### src/rtl/pipe_pkg.sv
// pipe_pkg: shared lane payload layout and control struct for the pipeline registers
//   Provides field widths/offsets of one lane's packed payload, the derived
//   default payload width, and the control struct reused by IF/ID and EX/MEM.
package pipe_pkg;
    localparam int REG_W      = 5;
    localparam int DATA_W     = 32;
    localparam int IMM_W      = 32;
    localparam int PC_W       = 8;
    localparam int SHAMT_W    = 5;
    localparam int ALUOP_W    = 4;
    localparam int MEMTOREG_W = 2;
    localparam int REGDST_W   = 2;

    typedef struct packed {
        logic [ALUOP_W-1:0]    alu_op;
        logic [MEMTOREG_W-1:0] mem_to_reg;
        logic [REGDST_W-1:0]   reg_dst;
        logic                  reg_write;
        logic                  mem_read;
        logic                  mem_write;
        logic                  branch;
        logic                  alu_src;
        logic                  jump;
    } ctrl_t;

    localparam int CTRL_W = $bits(ctrl_t);

    // Fields are packed upward from bit 0 in this order.
    localparam int CTRL_LSB  = 0;
    localparam int SHAMT_LSB = CTRL_LSB + CTRL_W;
    localparam int PC_LSB    = SHAMT_LSB + SHAMT_W;
    localparam int BRPC_LSB  = PC_LSB + PC_W;
    localparam int RT_LSB    = BRPC_LSB + PC_W;
    localparam int RS_LSB    = RT_LSB + REG_W;
    localparam int RD_LSB    = RS_LSB + REG_W;
    localparam int IMM_LSB   = RD_LSB + REG_W;
    localparam int DATA_LSB  = IMM_LSB + IMM_W;
    localparam int USED_W    = DATA_LSB + DATA_W;
    // Spare bits keep the lane a round 128 bits for future fields.
    localparam int SPARE_W   = 14;
    localparam int PAYLOAD_W_DEF = USED_W + SPARE_W;

    function automatic ctrl_t lane_ctrl(input logic [PAYLOAD_W_DEF-1:0] p);
        return ctrl_t'(p[CTRL_LSB +: CTRL_W]);
    endfunction
endpackage

### src/rtl/lane_reg.sv
// lane_reg: one issue lane's valid + payload register with reset > kill > stall priority
//   clk, reset     : clock, synchronous active-high reset
//   stall, kill    : hold this lane / flush this lane (kill wins over stall)
//   in_valid/in_payload   : decode-side lane contents
//   out_valid/out_payload : registered lane contents to execute
module lane_reg #(
    parameter int PAYLOAD_W     = 128,
    parameter bit ZERO_ON_FLUSH = 1'b1
) (
    input  logic                 clk,
    input  logic                 reset,
    input  logic                 stall,
    input  logic                 kill,
    input  logic                 in_valid,
    input  logic [PAYLOAD_W-1:0] in_payload,
    output logic                 out_valid,
    output logic [PAYLOAD_W-1:0] out_payload
);
    always_ff @(posedge clk) begin
        if (reset) begin
            out_valid   <= 1'b0;
            out_payload <= '0;
        end else if (kill) begin
            out_valid <= 1'b0;
            if (ZERO_ON_FLUSH) out_payload <= '0;
        end else if (!stall) begin
            out_valid   <= in_valid;
            out_payload <= in_payload;
        end
    end
endmodule

### src/rtl/ex_stage_lane_reg.sv
// ex_stage_lane_reg: multi-lane decode-to-execute pipeline register with flush and perf counters
//   clk, reset       : clock, synchronous active-high reset
//   stall            : hold all lanes
//   flush_all        : flush every lane
//   flush_lane       : per-lane flush (optionally squashing younger lanes)
//   in_valid/in_payload   : decode-side lanes, lane i at [i*PAYLOAD_W +: PAYLOAD_W]
//   out_valid/out_payload : registered lanes to execute
//   bubble_cnt/flush_cnt  : saturating bubble-slot and flush-cycle counters
//   cnt_clear        : synchronous clear of both counters
module ex_stage_lane_reg import pipe_pkg::*; #(
    parameter int LANES          = 2,
    parameter int PAYLOAD_W      = PAYLOAD_W_DEF,
    parameter bit SQUASH_YOUNGER = 1'b1,
    parameter bit ZERO_ON_FLUSH  = 1'b1,
    parameter int CNT_W          = 16
) (
    input  logic                       clk,
    input  logic                       reset,
    input  logic                       stall,
    input  logic                       flush_all,
    input  logic [LANES-1:0]           flush_lane,
    input  logic [LANES-1:0]           in_valid,
    input  logic [LANES*PAYLOAD_W-1:0] in_payload,
    output logic [LANES-1:0]           out_valid,
    output logic [LANES*PAYLOAD_W-1:0] out_payload,
    output logic [CNT_W-1:0]           bubble_cnt,
    output logic [CNT_W-1:0]           flush_cnt,
    input  logic                       cnt_clear
);
    logic [LANES-1:0] kill;
    logic [LANES-1:0] bub;
    logic             older;
    logic [CNT_W:0]   bub_sum;
    logic [CNT_W:0]   flush_sum;

    always_comb begin
        older   = 1'b0;
        kill    = '0;
        bub     = '0;
        bub_sum = {1'b0, bubble_cnt};
        for (int i = 0; i < LANES; i++) begin
            kill[i] = flush_all | flush_lane[i] | (SQUASH_YOUNGER & older);
            older   = older | flush_lane[i];
            // On a stall edge only a kill of a currently valid lane creates a new bubble.
            bub[i]  = kill[i] ? (!stall | out_valid[i]) : (!stall & !in_valid[i]);
            bub_sum = bub_sum + (CNT_W+1)'(bub[i]);
        end
        flush_sum = {1'b0, flush_cnt} + (CNT_W+1)'(|kill);
    end

    always_ff @(posedge clk) begin
        if (reset || cnt_clear) begin
            bubble_cnt <= '0;
            flush_cnt  <= '0;
        end else begin
            bubble_cnt <= bub_sum[CNT_W] ? '1 : bub_sum[CNT_W-1:0];
            flush_cnt  <= flush_sum[CNT_W] ? '1 : flush_sum[CNT_W-1:0];
        end
    end

    for (genvar g = 0; g < LANES; g++) begin : g_lane
        lane_reg #(
            .PAYLOAD_W    (PAYLOAD_W),
            .ZERO_ON_FLUSH(ZERO_ON_FLUSH)
        ) u_lane (
            .clk        (clk),
            .reset      (reset),
            .stall      (stall),
            .kill       (kill[g]),
            .in_valid   (in_valid[g]),
            .in_payload (in_payload[g*PAYLOAD_W +: PAYLOAD_W]),
            .out_valid  (out_valid[g]),
            .out_payload(out_payload[g*PAYLOAD_W +: PAYLOAD_W])
        );
    end
endmodule

### config.mk
export PLATFORM = sky130hd
export DESIGN_NAME = ex_stage_lane_reg
export DESIGN_NICKNAME = d
export VERILOG_FILES = /design/src/rtl/pipe_pkg.sv /design/src/rtl/lane_reg.sv /design/src/rtl/ex_stage_lane_reg.sv
export SDC_FILE = /design/constraint.sdc
export NUM_CORES = 1
export LEC_CHECK = 0
export ABC_AREA = 1
export CAP_MARGIN = 0
export CORE_AREA = 2 2 214 216
export CTS_CLUSTER_DIAMETER = 50
export DETAILED_ROUTE_END_ITERATION = 8
export DIE_AREA = 0 0 216 218
export PLACE_DENSITY = 0.63
export RECOVER_POWER = 25
export REMOVE_ABC_BUFFERS = 1
export SLEW_MARGIN = 10
export SYNTH_ARGS = -nofsm -noshare
export SYNTH_HDL_FRONTEND = slang
export SYNTH_SLANG_ARGS = --single-unit
### constraint.sdc
create_clock -name clk -period 3.4 [get_ports clk]
set_clock_uncertainty 0.2 [all_clocks]
set_input_delay 0.85 -clock clk [delete_from_list [all_inputs] [get_ports clk]]
set_output_delay 0.85 -clock clk [all_outputs]
set_load 0.02 [all_outputs]
==> impl_metrics.env <==
export IMPL_status="complete, but fails checks"
export IMPL_async_flop_share=0
export IMPL_fin_ws_ns=0.350
export IMPL_antenna_found_initial=1
export IMPL_hold_class="flop to flop"
export IMPL_grt_ovfl_total=0
export IMPL_yosysWarnings=0
export IMPL_dp_cells=2464
export IMPL_final_area_um2=18300
export IMPL_place_hpwl_um=28600
export IMPL_nFillCells=4532
export IMPL_synthFlopType="dfxtp_1"
export IMPL_start_kind="input port"
export IMPL_cts_tree="built"
export IMPL_synth_edf_count=0
export IMPL_drv_slew=130
export IMPL_post_cts_buffers=0
export IMPL_dieArea_um2=47100
export IMPL_drt_total_wl_um=40000
export IMPL_clock_sinks=290
export IMPL_fin_crit_ns=3.05
export IMPL_ir_worst_vdd_v=0.000282
export IMPL_avgRoutedWirePerCell_um=15.8
export IMPL_numCtsBuffers=40
export IMPL_clk_latency_ns=0.55
export IMPL_dr_pass1_iters=4
export IMPL_syn_avg_cell_area_um2=7.91
export IMPL_required_ns=3.64
export IMPL_synth_area_top_cells="dfxtp_1, nand2_1, a21oi_2, a21oi_1, clkbuf_1"
export IMPL_yosysSeqAreaShare=0.532
export IMPL_ys_ff_latch=290
export IMPL_drt_antenna_violating_nets=0
export IMPL_drt_iter0_drc=573
export IMPL_seq_area_um2=5810
export IMPL_rows=78
export IMPL_powerDensity_nw_per_um2=469
export IMPL_dpl_cell_area_um2=17000
export IMPL_p_leak_nw=6.58
export IMPL_setup_tns_ns=0
export IMPL_vias=11000
export IMPL_synth_commonest_cells="nand2_1, dfxtp_1, a21oi_1"
export IMPL_whs_ns=0.261
export IMPL_syn_inst=1380
export IMPL_drc=0
export IMPL_clk_pin_slew_ns=0.05
export IMPL_endpoint_kind="flop"
export IMPL_finalHoldViolations=0
export IMPL_grt_max_degree=161
export IMPL_power_mw=8.57
export IMPL_rsz0062_at_grt="false"
export IMPL_dp_slack_ns=-0.0178
export IMPL_ctsHoldBuffers=0
export IMPL_yosysUniqueCellTypes=25
export IMPL_grt_pass1_wl_um=60200
export IMPL_path_class="input port to flop"
export IMPL_diodes=0
export IMPL_worstMarginPinSlew_ns=1.69
export IMPL_final_cells=2536
export IMPL_die_width_um=216
export IMPL_synth_top_area_frac=0.532
export IMPL_via_per_inst=4.35
export IMPL_critPathMaxFanout=129
export IMPL_cts_root_buf="clkbuf_16"
export IMPL_num_io_pins=555
export IMPL_max_freq_mhz=328
export IMPL_cts_repair_resized=0
export IMPL_syn_area_um2=10900
export IMPL_cts_buffer_depth=3
export IMPL_final_setup_viol_count=0
export IMPL_initial_core_util=0.243
export IMPL_synth_area_leader_cell="dfxtp_1"
export IMPL_slew_limit_headroom=-0.127
export IMPL_grt_pass1_vias=10900
export IMPL_io_buffers=554
export IMPL_arrival_ns=3.29
export IMPL_place_congestion=0.835
export IMPL_multi_input_area_um2=4370
export IMPL_core_um2=44900
export IMPL_grt_use_total=0.160
export IMPL_h_tree_depth=2
export IMPL_finalNetCount=2175
export IMPL_final_period_utilization=0.897
export IMPL_cap_violations=1
export IMPL_final_util=0.407
export IMPL_die_h_um=218
export IMPL_failed_checks="capacitance limit, slew limit"
export IMPL_yosysMostFrequentCell="nand2_1"
export IMPL_area_growth_pct=67.4
export IMPL_drive_above_1_share=0.0873
## flip-flops by register name, indices dropped and copies added, names as in the netlist
| name | cells |
|---|---|
| bubble_cnt | 16 |
| flush_cnt | 16 |
| g_lane.u_lane.out_payload | 256 |
| g_lane.u_lane.out_valid | 2 |
## cell usage in the layout (no fill, tap or decap), types with 2 or more instances in the layout
cell / instances
clkdlybuf4s50_1: 552
inv_6: 3
a21oi_1: 197
clkbuf_16: 42
xor2_1: 9
dfxtp_1: 290
bufinv_16: 5
nand2_1: 572
nand3_1: 27
clkbuf_1: 7
nand4_1: 3
xnor2_1: 5
buf_4: 15
buf_12: 4
nor2_1: 36
inv_1: 47
nor3_1: 6
clkinv_2: 7
clkbuf_4: 2
clkbuf_8: 6
ha_1: 3
a21oi_2: 77
o21ai_0: 9
## logic make-up after synthesis
| kind of cell | synth area share |
|---|---|
| AND/OR/NAND/NOR | 0.228 |
| flip-flops | 0.532 |
| AO/OA/AOI/OAI | 0.165 |
| buffers and inverters | 0.0589 |
| XOR/XNOR | 0.0112 |
| adder cells (fa/ha/maj) | 0.00527 |
## critical path, stage by stage
cell           delay [ns]
dlygate4sd3_1        0.54
nor2_1               0.18
inv_2                0.05
clkbuf_4             0.12
nor2_1               0.16
inv_4                0.03
clkbuf_4             0.70
a21oi_1              0.43
## metal layers
layer	vias to the layer above	part of all wire	GRT usage
met5	-	0.00038	0
met4	2	0.035	0.0623
met3	73	0.086	0.0551
met2	414	0.48	0.282
met1	5077	0.40	0.178
li1	5456	-	-
## worst paths after layout
path / slack, ns / endpoint / depth (start not counted) / from
setup / recovery: 0.35 / g_lane[0].u_lane.out_payload[88] / 8 / flush_all
hold / removal: 0.26 / g_lane[0].u_lane.out_payload[36] / 2 / g_lane[0].u_lane.out_payload[36]
setup reg to reg: 1.11 / bubble_cnt[14] / 14 / g_lane[0].u_lane.out_valid
hold reg to reg: 0.26 / g_lane[0].u_lane.out_payload[36] / 2 / g_lane[0].u_lane.out_payload[36]
## final cells by class
class | instances | share of cell area
clock inverter | 18 | 0.0133
inverter | 51 | 0.0110
sequential | 290 | 0.318
multi-input combinational | 948 | 0.239
timing repair buffer | 575 | 0.315
clock buffer | 54 | 0.0627
tap | 600 | 0.0411
## report_power, final
part           internal (mW)  leakage (nW)  switching, mW
logic                  0.419          3.55          0.358
clock network           2.75         0.685           1.57
registers               3.45          2.34         0.0257
total                   6.62          6.58           1.95
(Power assumes the default switching activity.)
